--- src/rtl/keypad_scan_ctrl.sv ---
// 4x4 matrix keypad scanner: walks an active-low column drive, debounces one
// press, strobes the key code into the data latch and handshakes with the shifter.
module keypad_scan_ctrl #(
    parameter int unsigned SCAN_DIV     = 1000,
    parameter int unsigned DEBOUNCE_CNT = 4
) (
    input  logic       clk,
    input  logic       rst,
    input  logic [3:0] row_in,
    output logic [3:0] col_drive,
    output logic [1:0] col_sel,
    output logic [3:0] rows_out,
    output logic       latch_en,
    output logic       data_ready,
    input  logic       data_ack
);

    localparam int unsigned DIV_W = (SCAN_DIV > 1) ? $clog2(SCAN_DIV) : 1;
    localparam int unsigned DEB_W = $clog2(DEBOUNCE_CNT + 1);

    localparam logic [DIV_W-1:0] DIV_MAX = DIV_W'(SCAN_DIV - 1);
    localparam logic [DEB_W-1:0] DEB_MAX = DEB_W'(DEBOUNCE_CNT);
    localparam logic [DEB_W-1:0] DEB_ONE = DEB_W'(1);

    localparam logic [2:0] S_SCAN     = 3'd0;
    localparam logic [2:0] S_DEBOUNCE = 3'd1;
    localparam logic [2:0] S_LATCH    = 3'd2;
    localparam logic [2:0] S_WAIT_ACK = 3'd3;
    localparam logic [2:0] S_RELEASE  = 3'd4;

    logic [2:0]       r_state;
    logic [DIV_W-1:0] r_dwell;
    logic [3:0]       r_sync1;
    logic [3:0]       r_sync2;
    logic [1:0]       r_scan_col;
    logic [3:0]       r_col_drive;
    logic [3:0]       r_cand;
    logic [DEB_W-1:0] r_deb;
    logic [1:0]       r_col_sel;
    logic [3:0]       r_rows_out;
    logic             r_latch_en;
    logic             r_data_ready;

    logic             w_tick;
    logic [3:0]       w_rows_s;
    logic [DEB_W-1:0] w_deb_inc;
    logic [2:0]       w_state_nxt;
    logic [1:0]       w_col_nxt;
    logic [3:0]       w_col_drive_nxt;
    logic [3:0]       w_cand_nxt;
    logic [DEB_W-1:0] w_deb_nxt;
    logic [1:0]       w_col_sel_nxt;
    logic [3:0]       w_rows_out_nxt;
    logic             w_latch_en_nxt;
    logic             w_data_ready_nxt;

    assign w_tick    = (r_dwell == DIV_MAX);
    assign w_rows_s  = ~r_sync2;
    assign w_deb_inc = r_deb + DEB_ONE;

    assign col_drive  = r_col_drive;
    assign col_sel    = r_col_sel;
    assign rows_out   = r_rows_out;
    assign latch_en   = r_latch_en;
    assign data_ready = r_data_ready;

    // Next-state and output decode; the key code is registered together with the strobe
    always_comb begin
        w_state_nxt      = r_state;
        w_col_nxt        = r_scan_col;
        w_cand_nxt       = r_cand;
        w_deb_nxt        = r_deb;
        w_col_sel_nxt    = r_col_sel;
        w_rows_out_nxt   = r_rows_out;
        w_latch_en_nxt   = 1'b0;
        w_data_ready_nxt = r_data_ready;

        case (r_state)
            S_SCAN: begin
                if (w_tick) begin
                    if (w_rows_s == 4'd0) begin
                        w_col_nxt = r_scan_col + 2'd1;
                    end else begin
                        w_cand_nxt = w_rows_s;
                        if (DEB_MAX == DEB_ONE) begin
                            w_state_nxt    = S_LATCH;
                            w_deb_nxt      = '0;
                            w_latch_en_nxt = 1'b1;
                            w_col_sel_nxt  = r_scan_col;
                            w_rows_out_nxt = w_rows_s;
                        end else begin
                            w_state_nxt = S_DEBOUNCE;
                            w_deb_nxt   = DEB_ONE;
                        end
                    end
                end
            end
            S_DEBOUNCE: begin
                if (w_tick) begin
                    if (w_rows_s == r_cand) begin
                        if (w_deb_inc == DEB_MAX) begin
                            w_state_nxt    = S_LATCH;
                            w_deb_nxt      = '0;
                            w_latch_en_nxt = 1'b1;
                            w_col_sel_nxt  = r_scan_col;
                            w_rows_out_nxt = r_cand;
                        end else begin
                            w_deb_nxt = w_deb_inc;
                        end
                    end else begin
                        w_deb_nxt   = '0;
                        w_col_nxt   = r_scan_col + 2'd1;
                        w_state_nxt = S_SCAN;
                    end
                end
            end
            S_LATCH: begin
                w_state_nxt      = S_WAIT_ACK;
                w_data_ready_nxt = 1'b1;
            end
            S_WAIT_ACK: begin
                if (data_ack) begin
                    w_data_ready_nxt = 1'b0;
                    w_state_nxt      = S_RELEASE;
                end
            end
            S_RELEASE: begin
                if (w_tick) begin
                    if (w_rows_s != 4'd0) begin
                        w_deb_nxt = '0;
                    end else if (w_deb_inc == DEB_MAX) begin
                        w_deb_nxt   = '0;
                        w_col_nxt   = r_scan_col + 2'd1;
                        w_state_nxt = S_SCAN;
                    end else begin
                        w_deb_nxt = w_deb_inc;
                    end
                end
            end
            default: begin
                w_state_nxt = S_SCAN;
            end
        endcase

        w_col_drive_nxt = ~(4'b0001 << w_col_nxt);
    end

    // State register
    always_ff @(posedge clk) begin
        if (rst) begin
            r_state <= S_SCAN;
        end else begin
            r_state <= w_state_nxt;
        end
    end

    // Datapath, synchroniser and dwell timer
    always_ff @(posedge clk) begin
        if (rst) begin
            r_dwell      <= '0;
            r_sync1      <= 4'b1111;
            r_sync2      <= 4'b1111;
            r_scan_col   <= 2'd0;
            r_col_drive  <= 4'b1110;
            r_cand       <= 4'd0;
            r_deb        <= '0;
            r_col_sel    <= 2'd0;
            r_rows_out   <= 4'd0;
            r_latch_en   <= 1'b0;
            r_data_ready <= 1'b0;
        end else begin
            r_dwell      <= w_tick ? '0 : r_dwell + DIV_W'(1);
            r_sync1      <= row_in;
            r_sync2      <= r_sync1;
            r_scan_col   <= w_col_nxt;
            r_col_drive  <= w_col_drive_nxt;
            r_cand       <= w_cand_nxt;
            r_deb        <= w_deb_nxt;
            r_col_sel    <= w_col_sel_nxt;
            r_rows_out   <= w_rows_out_nxt;
            r_latch_en   <= w_latch_en_nxt;
            r_data_ready <= w_data_ready_nxt;
        end
    end

endmodule

--- config.mk ---
export PLATFORM = sky130hd
export DESIGN_NAME = keypad_scan_ctrl
export DESIGN_NICKNAME = d
export VERILOG_FILES = /design/src/rtl/keypad_scan_ctrl.sv
export SDC_FILE = /design/constraint.sdc
export NUM_CORES = 1
export LEC_CHECK = 0
export ABC_AREA = 1
export BUFFER_PORTS_ARGS = -buffer_cell sky130_fd_sc_hd__buf_2
export CORE_MARGIN = 4
export CORE_UTILIZATION = 45
export CTS_BUF_LIST = sky130_fd_sc_hd__clkbuf_2
export DETAILED_ROUTE_END_ITERATION = 10
export MAX_ROUTING_LAYER = met4
export PLACE_DENSITY = 0.63
export SLEW_MARGIN = 25
export SYNTH_ARGS = -nofsm -noshare
export SYNTH_HDL_FRONTEND = slang
export SYNTH_SLANG_ARGS = --single-unit
--- constraint.sdc ---
create_clock -name clk -period 2.1 [get_ports clk]
set_input_delay 0.21 -clock clk [delete_from_list [all_inputs] [get_ports clk]]
set_output_delay 0.21 -clock clk [all_outputs]
set_load 0.02 [all_outputs]
== After elaboration in Yosys (flattened, before gate mapping) ==
Cells that the tools add are included.
Word-level totals
  input port bits: 7
  word-level logic and storage cells: 76
  output and inout bits: 12
  register bits: 42
Cells by class
  reduce and logical (&&, ||, !) cells: 12
  shift operators: 1
  add/subtract/negate cells: 3
  bitwise gates (word level): 6
  multiplexer cells: 27
  equality and inequality tests: 15
Operators with widths (count)
  3-bit two-way mux: 14
  3-bit case mux with 5 select lines: 1
  2-bit two-way mux: 7
  2-bit != test, second input constant: 7
  10-bit by 1-bit adder with 10-bit output, second input constant: 1
  10-bit equality test, second input constant: 1
  3-bit case mux with 3 select lines: 1
  4-bit NOT: 2
  8-bit AND reduction: 1
  3-bit by 2-bit equality test with 1-bit output, second input constant: 2
  3-bit equality test, second input constant: 2
  2-bit case mux with 3 select lines: 1
  5-bit AND reduction: 1
  4-bit equality test: 1
  4-bit zero test: 1
  1-bit NOT: 4
  4-bit AND reduction: 1
  4-bit nonzero test: 1
  4-bit OR reduction: 1
  1-bit by 2-bit << shifter with 4-bit output, first input constant: 1
  3-bit by 1-bit adder with 3-bit output, second input constant: 1
  3-bit by 1-bit equality test with 1-bit output, second input constant: 1
  3-bit zero test: 1
  3-bit != test, second input constant: 1
  other kinds (8): 9

== Longest topological paths before layout ==
Gate-level depths: netlist of the first run.
  depth in word-level cells: 8
  gate-level depth with buffers: 13
  mapped depth without buffers: 13

== Worst setup path before layout of the first run ==
No wires, ideal clock.
  kind: register to register
  from: register r_deb[0]
  to: register r_col_drive[0], in the netlist col_drive[0]
  period minus slack after synthesis: 1.476 ns
  library setup time: 0.114 ns
  arrival: 1.362 ns
  data required time: 1.986 ns
  cell stages (with the launch flop): 13
  setup slack: 0.624 ns
  buffers on the path: 0
  path through: dfxtp_1 > ha_1 > inv_1 > nand2_1 > nand2_1 > nor2_4 > nand3_1 > nand3_2 > nand2_1 > nand2_1 > nand2_1 > nand2_1 > nand2_1
Between the ends
  cells in the longest elaborated chain, start to end: 8
Ends and longest elaborated chain
  from (decl): line 38  | logic [DEB_W-1:0] r_deb;
  from (signal assigned): line 178  | r_deb <= w_deb_nxt;
  3-bit by 1-bit adder with 3-bit output: line 59  | assign w_deb_inc = r_deb + DEB_ONE;
  3-bit equality test: line 131  | end else if (w_deb_inc == DEB_MAX) begin
  2-bit two-way mux: line 131
  2-bit two-way mux: line 129  | if (w_rows_s != 4'd0) begin
  2-bit two-way mux: line 128  | if (w_tick) begin
  2-bit case mux with 3 select lines: line 78  | case (r_state)
  1-bit by 2-bit << shifter with 4-bit output: line 145  | w_col_drive_nxt = ~(4'b0001 << w_col_nxt);
  4-bit NOT: line 145
  to (signal assigned): line 176  | r_col_drive <= w_col_drive_nxt;
  to (decl): line 36  | logic [3:0] r_col_drive;
Every way passes these cells.
A chain may end at the register's enable or synchronous reset.

== Final worst setup path of the first run ==
  from: register r_dwell[0]
  to: register r_col_sel[0], in the netlist col_sel[0]
Between the ends
  cells in the longest elaborated chain, start to end: 2
Ends and longest elaborated chain
  from (decl): line 32  | logic [DIV_W-1:0] r_dwell;
  from (signal assigned): line 172  | r_dwell <= w_tick ? '0 : r_dwell + DIV_W'(1);
  10-bit equality test: line 57  | assign w_tick = (r_dwell == DIV_MAX);
  4-bit AND reduction (no source line)
  to (signal assigned): line 179  | r_col_sel <= w_col_sel_nxt;
  to (decl): line 39  | logic [1:0] r_col_sel;
Every way passes these cells.

==> metrics.yaml, run 1 <==
synth_most_common_cell: "sky130_fd_sc_hd__nand2_1"
synth-async-reset-ratio: 0
postCtsResizedCells: 0
cts_root_buffer: "sky130_fd_sc_hd__clkbuf_2"
worstReg2RegStart: "r_dwell[0]"
synth.yosys.seq_area_share: 0.4453
pin_count: 19
final_cell_area_um2: 2117
synth.cells.most_frequent: "sky130_fd_sc_hd__nand2_1, sky130_fd_sc_hd__dfxtp_1, sky130_fd_sc_hd__nor2_1"
r2r_setup_slack_ns: 0.39
detail-route-antenna-nets: 0
hold_buffers: 4
synthTopCellsByArea: "sky130_fd_sc_hd__dfxtp_1, sky130_fd_sc_hd__nand2_1, sky130_fd_sc_hd__nor2_1"
syn_to_final_growth_pct: 12.13
remaining_drc_errors: 0
dp_slack_ns: 0.4200
fillCellCount: 402
track_usage: 0.1538
final-max-slew-violation-count: 0
critical_path_peak_fanout: 9
slew-limit-headroom: 0.7045
tritoncts: "yes"
postSynthRegisterBits: 42
hp-class: "in -> reg"
final-hold-violation-count: 0
synth-edff-count: 0
place_hpwl_um: 2501
p_total_mw: 1.376
diodes: 0
grt_pass1_vias: 1357
fin_skew_ns: 0.01471
gpl.final_weighted_congestion: 0.8468
netlist_area_um2: 1888
post-route-worst-setup-slack_ns: 0.3892
setup_viol: 0
synthDistinctLibCells: 31
irDropWorstVdd_uv: 317.4
wl_per_cell_um: 10.57
vias: 1538
clock_path_buffers: 2
rr_worst_depth: 8
r2r_end: "col_sel[0]"
clk_transition_reported_paths_ns: 0.21
number_of_h_tree_levels: 2
endpoint_kind: "flop"
arrival_ns: 2.00
finish.net_count: 284
final_min_period_over_clock_period: 0.8147
grt_max_degree: 26
synth_area_leader_cell: "sky130_fd_sc_hd__dfxtp_1"
yosysWarnings: 0
initial_antenna_violation_count: 0
critical_path.startpoint_type: "flop"
number_of_buffers_added_for_setup_after_cts: 0
synthesis.area_per_instance_um2: 7.644
timing.setup.critical_path_class: "reg -> reg"
cellPowerDensity_nw_per_um2: 649.8
fraction_of_synthesized_cell_area_taken_by_the_top_area_cell_type: 0.4453
start_util: 0.4686
seq_area_um2: 840.8
max_clock_freq_mhz: 584.5
hold-path-cell-count: 3
placedInstanceArea_um2: 2036
layout-drive-gt1-share: 0.2218
multi_input_logic_area_um2: 907.1
numCtsBuffers: 5
grt_pass1_wl_um: 6189
max-cap-violations: 0
insertion_delay_ns: 0.40
core_region_area_um2: 4029
rsz0062_at_grt: "false"
initialDrtViolationCount: 89
synthesis.instances: 247
dieWidth_um: 72.78
die_h_um: 72.78
p_leak_nw: 0.9361
synthesis.nets: 257
critical_path.endpoint: "col_sel[0]"
worst-endpoint-required_ns: 2.39
ys_dominant_reg_cell: "sky130_fd_sc_hd__dfxtp_1"
tightest_slew_ns: 0.4433
gr_ovfl_total: 0
fp.dieArea_um2: 5296
first_pass_iters: 5
critical_path.startpoint: "r_dwell[0]"
status: "complete, no violations"
cts_sinks: 42
rows: 23
final.min_clock_period_ns: 1.711
vias_per_cell: 4.732
setup_total_negative_slack_ns: 0
io_buffers: 18
postRouteWirelength_um: 3435
[how the worst min path moves through the flow]
stage / to / slack (ns) / start
2_1_floorplan: r_sync1[0] / 0.31 / row_in[0]
3_3_place_gp: r_sync2[3] / 0.39 / r_sync1[3]
3_5_place_dp: r_sync2[1] / 0.39 / r_sync1[1]
4_1_cts: r_state[2] / 0.08 / data_ack
5_1_grt: r_state[2] / 0.1 / data_ack
6_report: r_state[2] / 0.11 / data_ack
[sequential cells by signal (all words and copies together), names as in the netlist, 3 cells and up]
signal,cells
r_dwell,10
col_drive,4
r_cand,4
r_sync1,4
r_sync2,4
rows_out,4
r_deb,3
r_state,3
[power breakdown]
part	switching, mW	total [mW]	internal (mW)
Combinational	0.126	0.196	0.0705
Sequential	0.0255	0.846	0.821
Clock	0.257	0.333	0.0759
[kinds of logic after synthesis]
| logic type | after synthesis | synth area share |
|---|---|---|
| and+or+nand+nor | 136 | 0.3645 |
| DFF | 42 | 0.4453 |
| buffers and inverters | 37 | 0.07422 |
| AOI/OAI and AO/OA | 26 | 0.08217 |
| xor gates and xnor gates | 3 | 0.01392 |
| adders and majority gates | 3 | 0.01988 |
[stage by stage]
step                instances  hold slack [ns]    util
detailed placement        313           0.3923  0.5053
CTS                       325          0.08237  0.5255
finish                    325           0.1134  0.5255
floorplan                 247           0.3138       -
global route              325          0.09531  0.5255
global placement          313           0.3916  0.5053
[metal layers]
layer,share of wire,vias up,global-route usage
met5,0,-,-
met4,0.014,0,0.06148
met3,0.055,6,0.04132
met2,0.41,39,0.2064
met1,0.52,646,0.2168
li1,-,847,-
[critical path, cell delays in order (launching register included)]
cell,delay (ns)
sky130_fd_sc_hd__dfxtp_1,0.40
sky130_fd_sc_hd__ha_1,0.18
sky130_fd_sc_hd__nand2_1,0.10
sky130_fd_sc_hd__inv_1,0.15
sky130_fd_sc_hd__nand4_4,0.19
sky130_fd_sc_hd__inv_2,0.19
sky130_fd_sc_hd__nand3_2,0.18
sky130_fd_sc_hd__nor2_1,0.14
sky130_fd_sc_hd__nor3_1,0.06
[area by class of cell]
type	instances	area share
Multi-Input combinational cell	168	0.4285
Sequential cell	42	0.3972
Timing Repair Buffer	23	0.06501
Inverter	34	0.06028
Tap cell	50	0.02955
Clock buffer	5	0.01182
Clock inverter	3	0.007683
[layout by cell type (no fill, tap or decap)]
master,n
sky130_fd_sc_hd__nand4_2,1
sky130_fd_sc_hd__o21ai_2,1
sky130_fd_sc_hd__clkinv_1,2
sky130_fd_sc_hd__inv_1,24
sky130_fd_sc_hd__nor2_1,29
sky130_fd_sc_hd__nand2_1,54
sky130_fd_sc_hd__xnor2_1,2
sky130_fd_sc_hd__nand2_2,3
sky130_fd_sc_hd__a21oi_1,11
sky130_fd_sc_hd__nand4_1,1
sky130_fd_sc_hd__nor2_4,4
sky130_fd_sc_hd__dlygate4sd3_1,4
sky130_fd_sc_hd__clkinv_2,1
sky130_fd_sc_hd__nor3_4,2
sky130_fd_sc_hd__nor2_2,3
sky130_fd_sc_hd__dfxtp_1,42
sky130_fd_sc_hd__xor2_1,1
sky130_fd_sc_hd__nor4_1,2
sky130_fd_sc_hd__ha_1,3
sky130_fd_sc_hd__buf_2,18
sky130_fd_sc_hd__a31oi_1,7
sky130_fd_sc_hd__o21ai_0,2
sky130_fd_sc_hd__nand3_1,13
sky130_fd_sc_hd__inv_2,9
sky130_fd_sc_hd__clkinvlp_4,1
sky130_fd_sc_hd__clkbuf_2,5
sky130_fd_sc_hd__o21bai_1,1
sky130_fd_sc_hd__or2_0,1
sky130_fd_sc_hd__buf_4,1
sky130_fd_sc_hd__nor3_1,10
sky130_fd_sc_hd__or2_2,8
sky130_fd_sc_hd__nand3_2,3
sky130_fd_sc_hd__nand4_4,1
sky130_fd_sc_hd__a211oi_1,4
sky130_fd_sc_hd__nand3b_1,1
(Power assumes the default switching activity.)
==> run 2: changes to the inputs <==
==> constraint.sdc (replaced) <==
create_clock -name clk -period 1.7 [get_ports clk]
set_input_delay 0.17 -clock clk [delete_from_list [all_inputs] [get_ports clk]]
set_output_delay 0.17 -clock clk [all_outputs]
set_load 0.02 [all_outputs]
==> metrics.yaml, run 2 (same netlist as run 1, synthesis figures left out) <==
setup_viol: 0
vias: 1606
clk_transition_reported_paths_ns: 0.22
cellPowerDensity_nw_per_um2: 760.3
endpoint_kind: "flop"
pin_count: 19
layout-drive-gt1-share: 0.3134
critical_path_cell_by_cell: "ha_1 > inv_1 > nand2_1 > nand2_2 > nor2_4 > buf_4 > buf_4 > nand3_2 > nor2_1 > nor3_1"
status: "complete, no violations"
final.min_clock_period_ns: 1.598
fin_skew_ns: 0.03603
insertion_delay_ns: 0.41
arrival_ns: 1.90
syn_to_final_growth_pct: 18.89
rows: 23
slowest_delay_ns: 0.41
gr_ovfl_total: 0
hp-class: "in -> reg"
met2WireLength_um: 1571
final-hold-violation-count: 0
grt_max_degree: 25
grt_pass1_vias: 1534
detail-route-antenna-nets: 0
worst-endpoint-required_ns: 2.00
max-cap-violations: 0
p_leak_nw: 1.006
final-max-slew-violation-count: 0
gpl.final_weighted_congestion: 0.8887
place_hpwl_um: 2631
dieWidth_um: 72.78
fp.dieArea_um2: 5296
die_h_um: 72.78
max_clock_freq_mhz: 625.8
tritoncts: "yes"
diodes: 0
number_of_h_tree_levels: 2
placedInstanceArea_um2: 2066
first_pass_iters: 4
cts_root_buffer: "sky130_fd_sc_hd__clkbuf_2"
slew-limit-headroom: 0.7358
largest_register: "r_dwell"
routed.top_layer: "met4"
largest_reg_flops: 10
crit_path_frequent_cell: "sky130_fd_sc_hd__buf_4"
clock_path_buffers: 2
layout.cells.most_common: "sky130_fd_sc_hd__nand2_1"
critical_path.startpoint_type: "flop"
layout.cells.most_common_list: "sky130_fd_sc_hd__nand2_1, sky130_fd_sc_hd__dfxtp_1, sky130_fd_sc_hd__nor2_1"
core_region_area_um2: 4029
final_cell_count_no_fill: 334
final_cell_area_um2: 2245
critPathSlowestCell: "sky130_fd_sc_hd__dfxtp_2"
critical_path_peak_fanout: 7
cts_sinks: 42
postRouteWirelength_um: 3680
track_usage: 0.1603
finish.net_count: 293
timing.setup.critical_path_class: "reg -> reg"
tightest_slew_ns: 0.3927
start_util: 0.4686
drt-met1-wl_um: 1847
final_min_period_over_clock_period: 0.9400
numCtsBuffers: 5
io_buffers: 18
remaining_drc_errors: 0
number_of_cells_in_the_design_after_placement: 317
initialDrtViolationCount: 98
irDropWorstVdd_uv: 429.5
vias_per_cell: 4.808
initial_antenna_violation_count: 0
grt_pass1_wl_um: 6437
detailroute.wirelength.met3_um: 150
p_total_mw: 1.707
wl_per_cell_um: 11.02
[run 2: layout make-up]
type,instances,area (um2)
sequential,42,853.3
timing repair buffer,32,217.7
inverter,34,130.1
tap,50,62.56
clock buffer,6,30.03
fill,402,1784
clock inverter,2,8.758
multi-input combinational,168,942.2
[run 2: timing repair]
item / CTS / global route
gates resized for setup: 0 / 23
setup buffers: 0 / 5
hold buffers: 4 / 0
hold endpoints to repair: 4 / 0
endpoints found under the setup margin: 0 / 19
[run 2: worst paths after layout]
kind / endpoint / slack, ns / start / cells after the start
setup reg to reg: col_sel[1] / 0.10 / r_deb[0] / 10
setup / recovery: col_sel[1] / 0.10 / r_deb[0] / 10
hold / removal: r_state[2] / 0.09 / data_ack / 3
hold reg to reg: r_sync2[0] / 0.39 / r_sync1[0] / 1
[run 2: per-layer routing]
layer	vias to the layer above	track usage
li1	868	-
met1	691	0.1983
met2	38	0.2395
met3	9	0.03444
met4	0	0.09426
met5	-	-
[run 2: through the flow]
step / setup TNS [ns] / util / setup slack, ns / hold WS [ns]
2_1_floorplan: 0 / - / 0.2236 / 0.2738
3_3_place_gp: 0 / 0.5127 / 0.1670 / 0.3531
3_5_place_dp: 0 / 0.5127 / 0.1205 / 0.3536
4_1_cts: 0 / 0.5323 / 0.07713 / 0.04584
5_1_grt: -0.04554 / 0.5571 / -0.02006 / 0.06934
6_report: 0 / 0.5571 / 0.1019 / 0.09065
[run 2: critical path: cells and delay by family (launching register included)]
kind	cells	cell delay (ns)
DFF	1	0.41
buffers and inverters	3	0.29
and+or+nand+nor	6	0.61
adders and majority gates	1	0.17
[run 2: power by group]
part | leakage (nW) | switching (mW) | internal, mW
Combinational | 0.632 | 0.158 | 0.0933
Sequential | 0.343 | 0.0354 | 1.01
Clock | 0.0304 | 0.305 | 0.101
Total | 1.01 | 0.498 | 1.21
==> run 3: changes to the inputs <==
--- a/config.mk
+++ b/config.mk
@@ -7,6 +7,7 @@
 export LEC_CHECK = 0
 export ABC_AREA = 1
 export BUFFER_PORTS_ARGS = -buffer_cell sky130_fd_sc_hd__buf_2
+export CORE_ASPECT_RATIO = 0.7
 export CORE_MARGIN = 4
 export CORE_UTILIZATION = 45
 export CTS_BUF_LIST = sky130_fd_sc_hd__clkbuf_2
==> constraint.sdc (replaced) <==
create_clock -name clk -period 1.7 [get_ports clk]
set_input_delay 0.085 -clock clk [delete_from_list [all_inputs] [get_ports clk]]
set_output_delay 0.085 -clock clk [all_outputs]
set_load 0.02 [all_outputs]
==> metrics.yaml, run 3 (same netlist as run 1, synthesis figures left out) <==
critical_path_peak_fanout: 6
first_pass_iters: 4
fp.dieArea_um2: 5313
remaining_drc_errors: 0
clock_path_buffers: 2
initial_antenna_violation_count: 0
insertion_delay_ns: 0.40
wl_per_cell_um: 11.50
syn_to_final_growth_pct: 19.68
final-hold-violation-count: 0
tritoncts: "yes"
grt_pass1_wl_um: 6644
p_leak_nw: 1.002
placedInstanceArea_um2: 2091
irDropWorstVdd_uv: 502.4
pin_count: 19
place_hpwl_um: 2838
layout.cells.most_common: "sky130_fd_sc_hd__nand2_1"
track_usage: 0.1590
endpoint_kind: "flop"
fin_skew_ns: 0.02269
tightest_slew_ns: 0.4415
vias_per_cell: 4.758
number_of_h_tree_levels: 2
finish.net_count: 296
final_min_period_over_clock_period: 0.9337
layout-drive-gt1-share: 0.3101
largest_register: "r_dwell"
fin_util: 0.5658
setup_viol: 0
core_region_area_um2: 3994
hp-class: "in -> reg"
critical_path.startpoint_type: "flop"
vias: 1613
slew-limit-headroom: 0.7029
grt_max_degree: 25
gpl.final_weighted_congestion: 0.8346
io_buffers: 18
timing.setup.critical_path_class: "reg -> reg"
postRouteWirelength_um: 3897
diodes: 0
die_h_um: 62.20
rr_worst_depth: 7
detail-route-antenna-nets: 0
worst-endpoint-required_ns: 2.06
initialDrtViolationCount: 93
clk_transition_reported_paths_ns: 0.24
rsz0062_at_grt: "true"
max_clock_freq_mhz: 630.0
final.min_clock_period_ns: 1.587
rows: 19
p_total_mw: 1.740
layout.cells.most_common_list: "sky130_fd_sc_hd__nand2_1, sky130_fd_sc_hd__dfxtp_1, sky130_fd_sc_hd__nor2_1"
gr_ovfl_total: 0
final-max-slew-violation-count: 0
cts_root_buffer: "sky130_fd_sc_hd__clkbuf_2"
grt_pass1_vias: 1388
dieWidth_um: 85.42
start_util: 0.4727
max-cap-violations: 0
cts_sinks: 42
status: "complete, no violations"
cellPowerDensity_nw_per_um2: 770.2
numCtsBuffers: 5
arrival_ns: 1.94
largest_reg_flops: 10
final_cell_area_um2: 2260
hold-path-cell-count: 5
==> run 3: final timing paths <==
check | from | to | slack [ns]
hold reg to reg | r_sync1[1] | r_sync2[1] | 0.44
hold / removal | rst | r_scan_col[1] | 0.12
setup / recovery | r_dwell[6] | r_cand[3] | 0.11
setup reg to reg | r_dwell[6] | r_cand[3] | 0.11
==> run 3: what timing repair did <==
item / in CTS / in global routing
hold buffers: 5 / 0
hold endpoints to repair: 5 / 0
setup endpoints to repair: 0 / 23
resized for setup: 0 / 19
buffers inserted: 0 / 5
==> run 3: layout make-up <==
class | instances | area, um2
clock buffer | 5 | 25.02
clock inverter | 3 | 21.27
fill | 388 | 1734
inverter | 34 | 130.1
multi-input combinational | 168 | 932.1
sequential | 42 | 852.1
tap | 52 | 65.06
timing repair buffer | 35 | 234.0
==> run 3: critical path: stages (launching register included) <==
cell                       delay [ns]
sky130_fd_sc_hd__dfxtp_1         0.46
sky130_fd_sc_hd__nand2_2         0.11
sky130_fd_sc_hd__nor2_4          0.14
sky130_fd_sc_hd__nand4_4         0.18
sky130_fd_sc_hd__nor3_4          0.32
sky130_fd_sc_hd__buf_6           0.16
sky130_fd_sc_hd__nor2_1          0.05
sky130_fd_sc_hd__a211oi_2        0.13
==> run 3: per-stage QoR <==
stage	TNS (ns)	hold slack, ns	instances	setup WS [ns]
finish	0	0.1151	339	0.1127
global route	-0.04357	0.08551	339	-0.01416
detailed placement	0	0.2695	322	0.09043
floorplan	0	0.1888	247	0.2236
CTS	0	0.09613	335	0.05434
global placement	0	0.2681	322	0.1304
==> run 3: power by group <==
group | internal [mW] | total [mW] | switching (mW)
combinational | 0.0963 | 0.257 | 0.161
sequential | 1.01 | 1.05 | 0.0327
clock | 0.101 | 0.437 | 0.336
==> run 3: routing by layer <==
layer / up-vias / GRT usage / part of all wire
met5: - / - / 0
met4: 0 / 0.04743 / 0.0082
met3: 4 / 0.03963 / 0.067
met2: 33 / 0.1957 / 0.39
met1: 709 / 0.2478 / 0.53
li1: 867 / - / -
